$ cat src/rtl/pc_sequencer.sv
// Program-counter owner and instruction-fetch sequencer for the multicycle core.
// Optional PC_PERF_CNT_EN adds saturating instr_cnt / taken_cnt performance counters.
module pc_sequencer #(
    parameter logic [31:0] RESET_VECTOR = 32'h0040_0000,
    parameter int          FETCH_TMO    = 16
) (
    input  logic        clk,
    input  logic        rst_n,
    output logic        imem_req,
    input  logic        imem_ack,
    output logic        fetch_valid,
    input  logic        resolve,
    input  logic        stall,
    input  logic [1:0]  branch_op,
    input  logic        cond,
    input  logic [15:0] imm16,
    input  logic [25:0] jidx,
    input  logic [31:0] jr_target,
    output logic [31:0] pc,
    output logic [31:0] pc_plus4,
    output logic [2:0]  pc_sel,
`ifdef PC_PERF_CNT_EN
    output logic [31:0] instr_cnt,
    output logic [31:0] taken_cnt,
`endif
    output logic        err
);
    localparam int TW = $clog2(FETCH_TMO + 1);

    typedef enum logic [1:0] {IDLE, FETCH, RESOLVE, HALT} state_t;

    state_t        state, state_nxt;
    logic [TW-1:0] tmo_cnt;
    logic [31:0]   target, br_off;
    logic          misaligned, apply, timeout;

    assign pc_plus4 = pc + 32'd4;
    assign br_off   = {{14{imm16[15]}}, imm16, 2'b00};

    always_comb begin
        target = pc_plus4;
        unique case (branch_op)
            2'b00: target = pc_plus4;
            2'b01: target = cond ? pc_plus4 + br_off : pc_plus4;
            2'b11: target = {pc_plus4[31:28], jidx, 2'b00};
            2'b10: target = jr_target;
        endcase
    end

    assign misaligned = (branch_op == 2'b10) && (jr_target[1:0] != 2'b00);
    assign apply      = (state == RESOLVE) && resolve && !stall;
    // ack in the same cycle as the last allowed wait cycle takes priority
    assign timeout    = (state == FETCH) && !imem_ack && (tmo_cnt == TW'(FETCH_TMO - 1));

    always_comb begin
        state_nxt = state;
        imem_req  = 1'b0;
        unique case (state)
            IDLE:    state_nxt = FETCH;
            FETCH: begin
                imem_req = 1'b1;
                if (imem_ack)     state_nxt = RESOLVE;
                else if (timeout) state_nxt = HALT;
            end
            RESOLVE: if (apply) state_nxt = misaligned ? HALT : FETCH;
            HALT:    state_nxt = HALT;
        endcase
    end

    always_ff @(posedge clk or negedge rst_n) begin
        if (!rst_n) begin
            state       <= IDLE;
            pc          <= RESET_VECTOR;
            pc_sel      <= 3'b000;
            fetch_valid <= 1'b0;
            err         <= 1'b0;
            tmo_cnt     <= '0;
        end else begin
            state       <= state_nxt;
            fetch_valid <= (state == FETCH) && imem_ack;
            if (state != FETCH)
                tmo_cnt <= '0;
            else
                tmo_cnt <= tmo_cnt + 1'b1;
            if (apply && !misaligned) begin
                pc     <= target;
                pc_sel <= {branch_op, cond};
            end
            if (timeout || (apply && misaligned))
                err <= 1'b1;
        end
    end

`ifdef PC_PERF_CNT_EN
    logic taken;
    assign taken = (target != pc_plus4);

    always_ff @(posedge clk or negedge rst_n) begin
        if (!rst_n) begin
            instr_cnt <= '0;
            taken_cnt <= '0;
        end else if (apply && !misaligned) begin
            if (instr_cnt != 32'hFFFF_FFFF)
                instr_cnt <= instr_cnt + 32'd1;
            if (taken && taken_cnt != 32'hFFFF_FFFF)
                taken_cnt <= taken_cnt + 32'd1;
        end
    end
`endif

endmodule

$ cat config.mk
export PLATFORM = sky130hd
export DESIGN_NAME = pc_sequencer
export DESIGN_NICKNAME = d
export VERILOG_FILES = /design/src/rtl/pc_sequencer.sv
export SDC_FILE = /design/constraint.sdc
export NUM_CORES = 1
export LEC_CHECK = 0
export ABC_AREA = 1
export BUFFER_PORTS_ARGS = -buffer_cell sky130_fd_sc_hd__buf_2
export CAP_MARGIN = 20
export CORE_ASPECT_RATIO = 1.2
export CORE_MARGIN = 5
export CORE_UTILIZATION = 35
export CTS_CLUSTER_SIZE = 24
export DETAILED_ROUTE_END_ITERATION = 7
export GPL_TIMING_DRIVEN = 0
export PLACE_DENSITY = 0.66
export SYNTH_ARGS = -nofsm -noshare
export SYNTH_HDL_FRONTEND = slang
export SYNTH_SLANG_ARGS = --single-unit
$ cat constraint.sdc
create_clock -name clk -period 2.56 [get_ports clk]
set_input_delay 0.768 -clock clk [delete_from_list [all_inputs] [get_ports clk]]
set_output_delay 0.768 -clock clk [all_outputs]
set_load 0.1 [all_outputs]
==> flow_metrics.py, run 1 <==
metrics = {
    "synth": {
        "synth_top_family_by_area": "simple AND/OR/NAND/NOR gates",
        "yosys_warnings": 0,
        "seq_area_frac_synth": 0.186,
        "yosys.area_share.simple": 0.424,
        "synth_cell_types": 46,
        "synth.area.mux_share": 0,
        "synthXorXnorAreaFrac": 0.0266,
        "syn_nets": 1160,
        "ys_ff_latch": 44,
        "syn_area_per_cell_um2": 5.69,
        "synthCells": 1041,
        "synth-adder-area-share": 0.0795,
        "synth_compound_area_frac": 0.151,
        "netlist_area_um2": 5920,
    },
    "placed_design": {
        "gp_congestion": 0.946,
        "pre_cts_ws_ns": -1.12,
        "port_buffers": 149,
        "hpwlAfterDp_mm": 20.6,
    },
    "worst_setup_path": {
        "reg2reg_from": "pc[2]$_DFFE_PN0P_",
        "cp_data_required_time_ns": 2.74,
        "crit_path_end_kind": "flip-flop",
        "rr_worst_depth": 22,
        "start_kind": "flip-flop",
        "critPathKind": "reg -> reg",
        "crit_fanout": 4,
        "cp.arrival_ns": 3.44,
        "regToRegSetupSlack_ns": -0.70,
        "rr_endpoint": "pc[24]$_DFFE_PN0P_",
    },
    "run_status": {
        "violations": "setup timing",
        "status": "finished with violations",
    },
    "detailed_routing": {
        "post-route-drc-count": 0,
        "vias": 8323,
        "drt-pass1-iter-count": 5,
        "ant_nets": 0,
        "routed_wl_mm": 29.3,
        "viasPerCell": 5.41,
        "drt_iter0_markers": 577,
        "wl_per_cell_um": 19.1,
    },
    "timing": {
        "setup_viol": 55,
        "fin_skew_ns": 0.00967,
        "rsz0062_at_grt": "yes",
        "slew_headroom": 0.464,
        "max_freq_mhz": 307,
        "setup_ws_ns": -0.703,
        "period_needed_ns": 3.26,
        "hold_ws_ns": 0.299,
        "finalCritPeriodShare": 1.27,
        "drv_slew": 0,
        "hold_viol": 0,
        "worst_pin_slew_ns": 0.803,
    },
    "floorplanning": {
        "rows": 52,
        "start_util": 0.354,
        "num_io_pins": 152,
        "die_w_um": 129,
        "die_h_um": 152,
        "coreArea_um2": 16700,
        "die_area_um2": 19600,
    },
    "layout": {
        "final_layout_size_suffix_gt1_frac": 0.519,
        "syn2layout_area_growth_pct": 81.9,
        "utilization": 0.644,
        "num-nets-final": 1440,
        "antenna_cells": 0,
    },
    "global_route": {
        "grt_use_total": 0.272,
        "grt_pass1_wl_mm": 42.4,
        "grt_max_degree": 45,
        "grt_pass1_vias": 7900,
        "gr-total-overflow": 0,
        "antenna_found_initial": 0,
    },
    "cts": {
        "cts_buffers": 5,
        "cts_tree": "yes",
        "postCtsHoldBufs": 0,
        "cts.htree.levels": 2,
        "cts_root_buffer": "clkbuf_16",
        "clk_pin_slew_ns": 0.07,
        "clock-sinks": 44,
        "insertion_delay_ns": 0.29,
        "cts_buffer_depth": 2,
    },
    "hold_path": {
        "hp-class": "in -> async",
    },
    "power": {
        "p_leak_nw": 5.12,
        "power_mw": 16.0,
        "vdd_drop_max_mv": 1.29,
        "p_per_area_nw_per_um2": 1490,
    },
    "job": {
        "cap_violations": 0,
    },
}
-- where the power goes --
group	internal (mW)	switching, mW	total [mW]
registers	1.09	0.461	1.56
clock network	0.389	0.287	0.676
logic	4.68	9.07	13.8
-- worst max-delay path by stage --
stage / startpoint / to / slack, ns / cells after the start
2_1_floorplan: pc[2]$_DFFE_PN0P_ / pc[25]$_DFFE_PN0P_ / -0.94 / 19
3_3_place_gp: pc[15]$_DFFE_PN0P_ / pc[24]$_DFFE_PN0P_ / -1.16 / 19
3_5_place_dp: pc[15]$_DFFE_PN0P_ / pc[24]$_DFFE_PN0P_ / -1.12 / 19
4_1_cts: pc[2]$_DFFE_PN0P_ / pc[13]$_DFFE_PN0P_ / -0.59 / 18
5_1_grt: pc[2]$_DFFE_PN0P_ / pc[26]$_DFFE_PN0P_ / -0.81 / 17
6_report: pc[2]$_DFFE_PN0P_ / pc[24]$_DFFE_PN0P_ / -0.70 / 22
-- metrics by stage --
step                      area (um2)  TNS, ns  cells
after floorplan                 6530   -26.45   1041
after global placement          7550   -21.48   1406
after detailed placement        7550   -21.77   1406
after CTS                       9660   -18.84   1491
after global routing           10800   -28.56   1538
final                          10800   -23.87   1538
-- sequential cells by signal, summed over array words and instances, names as in the netlist --
name / cells
pc: 32
tmo_cnt: 5
pc_sel: 3
state: 2
err: 1
fetch_valid: 1
-- per-layer routing --
metal | wire length, um | share of wire | up-vias | global-route usage
li1 | - | - | 3886 | -
met3 | 1980 | 0.068 | 135 | 0.0316
met2 | 14400 | 0.49 | 424 | 0.466
met4 | 1920 | 0.066 | 0 | 0.125
met5 | 0 | 0 | - | 0
met1 | 11000 | 0.38 | 3878 | 0.338
-- cell type report --
class | count | area (um2)
plain buffers | 26 | 121
flip-flops and latches | 44 | 1190
well taps | 216 | 270
clock buffers | 6 | 139
multi-input cells | 795 | 6010
clock inverters | 2 | 15.0
inverters | 176 | 759
repair buffers | 273 | 2260
fillers | 1344 | 5960
-- layout by cell type, fill, tap and decap left out, types with 12 or more instances in the layout --
cell and n:
buf_2 128, nand2_4 37, a21oi_2 12, nor2_1 41
o21ai_0 21, dfrtp_4 19, a221oi_1 14, clkinvlp_4 21
inv_2 23, nor2_2 16, inv_1 129, nor2_4 32
xor2_4 12, buf_4 90, nand3_4 13, dfrtp_1 15
nand3_2 35, clkbuf_1 14, buf_6 36, nand3_1 48
nand2_1 249, nand2_2 81, a21oi_1 37, o21ai_1 21
ha_4 28, buf_12 30
-- critical path: stages, from the launching register on --
cell	delay, ns
dfrtp_4	0.50
buf_4	0.14
buf_6	0.08
buf_6	0.12
nand3_4	0.12
nor2_4	0.18
buf_6	0.13
buf_12	0.09
xor2_4	0.22
ha_4	0.26
nand2_4	0.11
inv_1	0.05
nand2_1	0.07
nand2_2	0.09
buf_4	0.14
o21ai_2	0.22
nand3_1	0.12
nand2_1	0.10
nand3_2	0.11
nand2_2	0.11
nand2_1	0.05
nand2_1	0.07
nand2_1	0.05
-- repair_timing --
action                     4_1_cts  5_1_grt
setup buffers                   77       49
setup endpoints to repair       54       55
hold endpoints to repair         0        0
gates resized for setup        318      199
pin swaps                       76      119
-- kinds of logic after synthesis --
family,Yosys count
AND/OR/NAND/NOR,588
buffers and inverters,202
AO/OA/AOI/OAI,152
flip-flops,44
adder cells (fa/ha/maj),37
XOR/XNOR,18
-- synthesized netlist by cell type, drive strengths merged --
library cell | n | area (um2)
o21bai | 7 | 56.3
and3 | 1 | 6.26
ha | 36 | 450
dfstp | 1 | 26.3
clkinv | 1 | 3.75
a22o | 1 | 8.76
a31oi | 5 | 31.3
nand3b | 2 | 15.0
and2 | 3 | 18.8
or2 | 3 | 18.8
buf | 12 | 68.8
inv | 175 | 659
nor3 | 16 | 106
a21oi | 54 | 270
xor2 | 17 | 149
o21ai | 54 | 274
fa | 1 | 20.0
o211ai | 7 | 52.6
xnor2 | 1 | 8.76
a21o | 3 | 22.5
a311o | 1 | 10.0
o22ai | 3 | 18.8
a221oi | 14 | 123
nor4 | 2 | 27.5
o21a | 1 | 7.51
nand2 | 370 | 1410
dfrtp | 43 | 1080
nand3 | 96 | 490
o2111ai | 2 | 17.5
clkbuf | 14 | 52.6
nand4 | 6 | 37.5
nor2 | 89 | 377
Power figures use the tool's default switching activity.
==> inputs of run 2 (changes only) <==
Settings changed: ABC_CLOCK_PERIOD_IN_PS set to 2560, RECOVER_POWER set to 100.
==> run 2 against run 1 <==
Net effect:
- the flow still finishes with violations (setup timing)
- total power is essentially flat
- first-iteration DRC count grew 1.6%
- hold slack gained 0.028 ns
- wire length grew 0.29%
- highest routed layer unchanged
- non-clock buffer count is the same
- sequential share of layout area is essentially flat
==> flow_metrics.py, run 2 (synthesis results as in run 1) <==
metrics = {
    "run_status": {
        "status": "finished with violations",
        "violations": "setup timing",
    },
    "floorplanning": {
        "rows": 52,
        "coreArea_um2": 16700,
        "start_util": 0.354,
        "die_w_um": 129,
        "die_area_um2": 19600,
        "num_io_pins": 152,
        "die_h_um": 152,
    },
    "worst_setup_path": {
        "cpLargestDelayFamily": "simple AND/OR/NAND/NOR gates",
        "crit_path_max_incr_delay_ns": 0.50,
        "cp.arrival_ns": 3.45,
        "path_common_cell": "nand2_1",
        "reg2reg_from": "pc[2]$_DFFE_PN0P_",
        "path_buf_inv": 1,
        "start_kind": "flip-flop",
        "worstPathCellList": "ha_4, nand2_4, nor3_4, nand3_4, xor2_4, clkinvlp_4, ha_4, nand2_4, nor2_4, and2_4, nand3_2, nand4_1, nand3_1, nand2_1, nand2_1, nand2_1, nand2_1",
        "crit_fanout": 4,
        "rr_worst_depth": 17,
        "startpoint": "pc[2]$_DFFE_PN0P_",
        "crit_path_end_kind": "flip-flop",
        "worst-path-stages": 17,
        "cp_data_required_time_ns": 2.74,
        "critPathSlowestCell": "dfrtp_4",
        "critPathKind": "reg -> reg",
    },
    "detailed_routing": {
        "drt_iter0_markers": 586,
        "ant_nets": 0,
        "wl_per_cell_um": 19.1,
        "viasPerCell": 5.39,
        "routed_wl_mm": 29.4,
        "vias": 8290,
        "drt-pass1-iter-count": 5,
        "post-route-drc-count": 0,
    },
    "timing": {
        "fin_skew_ns": 0.0104,
        "fin_setup_tns_ns": -23.93,
        "setup_ws_ns": -0.710,
        "rsz0062_at_grt": "yes",
        "finalCritPeriodShare": 1.28,
        "setup_viol": 54,
        "hold_ws_ns": 0.327,
        "period_needed_ns": 3.27,
        "drv_slew": 0,
        "max_freq_mhz": 306,
        "hold_viol": 0,
        "worst_pin_slew_ns": 1.18,
        "slew_headroom": 0.219,
    },
    "power": {
        "p_sw_mw": 9.84,
        "pwr-share-comb": 0.860,
        "p_leak_nw": 5.09,
        "clockPowerShare": 0.042,
        "vdd_drop_max_mv": 1.29,
        "p_per_area_nw_per_um2": 1490,
        "seq_power_share": 0.098,
        "power_mw": 16.0,
        "p_int_mw": 6.15,
        "swShare": 0.615,
    },
    "global_route": {
        "grt_use_total": 0.272,
        "antenna_found_initial": 0,
        "gr-total-overflow": 0,
        "grt_max_degree": 45,
        "grt_pass1_wl_mm": 42.4,
        "grt_pass1_vias": 7900,
    },
    "layout": {
        "fin_area_um2": 10700,
        "largest_reg_flops": 32,
        "final_cell_mix": "nand2_1, inv_1, buf_2",
        "antenna_cells": 0,
        "syn2layout_area_growth_pct": 81.5,
        "utilization": 0.642,
        "final_common_cell": "nand2_1",
        "top_register": "pc",
        "num-nets-final": 1440,
        "top_regs": "pc x32, tmo_cnt x5, pc_sel x3",
        "fill_cells": 1347,
        "final_layout_size_suffix_gt1_frac": 0.514,
        "stdcell_count": 1538,
    },
    "cts": {
        "postCtsHoldBufs": 0,
        "insertion_delay_ns": 0.29,
        "cts_buffer_depth": 2,
        "cts.htree.levels": 2,
        "cts_buffers": 5,
        "cts_tree": "yes",
        "cts_root_buffer": "clkbuf_16",
        "clock-sinks": 44,
        "clk_pin_slew_ns": 0.07,
    },
    "placed_design": {
        "port_buffers": 149,
        "dp_cells": 1406,
        "pre_cts_ws_ns": -1.12,
        "placed_area_um2": 7550,
        "gp_congestion": 0.946,
        "hpwlAfterDp_mm": 20.6,
    },
    "hold_path": {
        "hp-class": "in -> async",
    },
    "job": {
        "cap_violations": 0,
    },
}
run 2: cell types whose count changed in the layout (fill, tap and decap cells not counted), sizes merged:
| cell | previous run | this run |
|---|---|---|
| clkbuf | 20 | 48 |
| buf | 285 | 257 |
run 2: worst paths after layout:
check,endpoint,slack (ns)
max in group asynchronous,pc[16]$_DFFE_PN0P_,0.80
min in group clk,tmo_cnt[0]$_DFF_PN0_,0.47
hold / removal,pc[23]$_DFFE_PN0P_,0.33
setup reg to reg,pc[26]$_DFFE_PN0P_,-0.71
setup / recovery,pc[26]$_DFFE_PN0P_,-0.71
hold reg to reg,tmo_cnt[0]$_DFF_PN0_,0.47
run 2: routing by layer:
| metal | wire length, um | part of all wire | GRT usage |
|---|---|---|---|
| met2 | 14600 | 0.50 | 0.466 |
| met5 | 0 | 0 | 0 |
| met1 | 11200 | 0.38 | 0.338 |
| met4 | 1760 | 0.060 | 0.125 |
| met3 | 1820 | 0.062 | 0.0316 |
run 2: cell type report:
class                           count  area, um2  share of cell area
Clock inverter                      2       15.0             0.00140
Sequential cell                    44       1190               0.111
Tap cell                          216        270              0.0252
Buffer                             26        120              0.0112
Timing Repair Buffer              273       2240               0.208
Inverter                          176        759              0.0707
Clock buffer                        6        139              0.0129
Multi-Input combinational cell    795       6010               0.560
run 2: worst reg2reg max path: stages, from the launching register on:
cell,delay (ns)
dfrtp_4,0.50
ha_4,0.19
nand2_4,0.08
nor3_4,0.28
nand3_4,0.18
xor2_4,0.32
clkinvlp_4,0.19
ha_4,0.35
nand2_4,0.09
nor2_4,0.15
and2_4,0.17
nand3_2,0.10
nand4_1,0.10
nand3_1,0.13
nand2_1,0.13
nand2_1,0.06
nand2_1,0.08
nand2_1,0.06
run 2: power groups by stage:
stage	logic, mW	registers (mW)	clock network (mW)
floorplan	5.59	3.36	0
global placement	9.17	1.58	0
detailed placement	9.20	1.59	0
CTS	11.9	1.55	0.693
global route	14.4	1.60	0.720
finish	13.7	1.56	0.678
run 2: repair_timing:
item,4_1_cts,5_1_grt
pin swaps,76,119
cloned,0,0
resized for setup,318,199
setup buffers,77,49
setup endpoints to repair,54,55
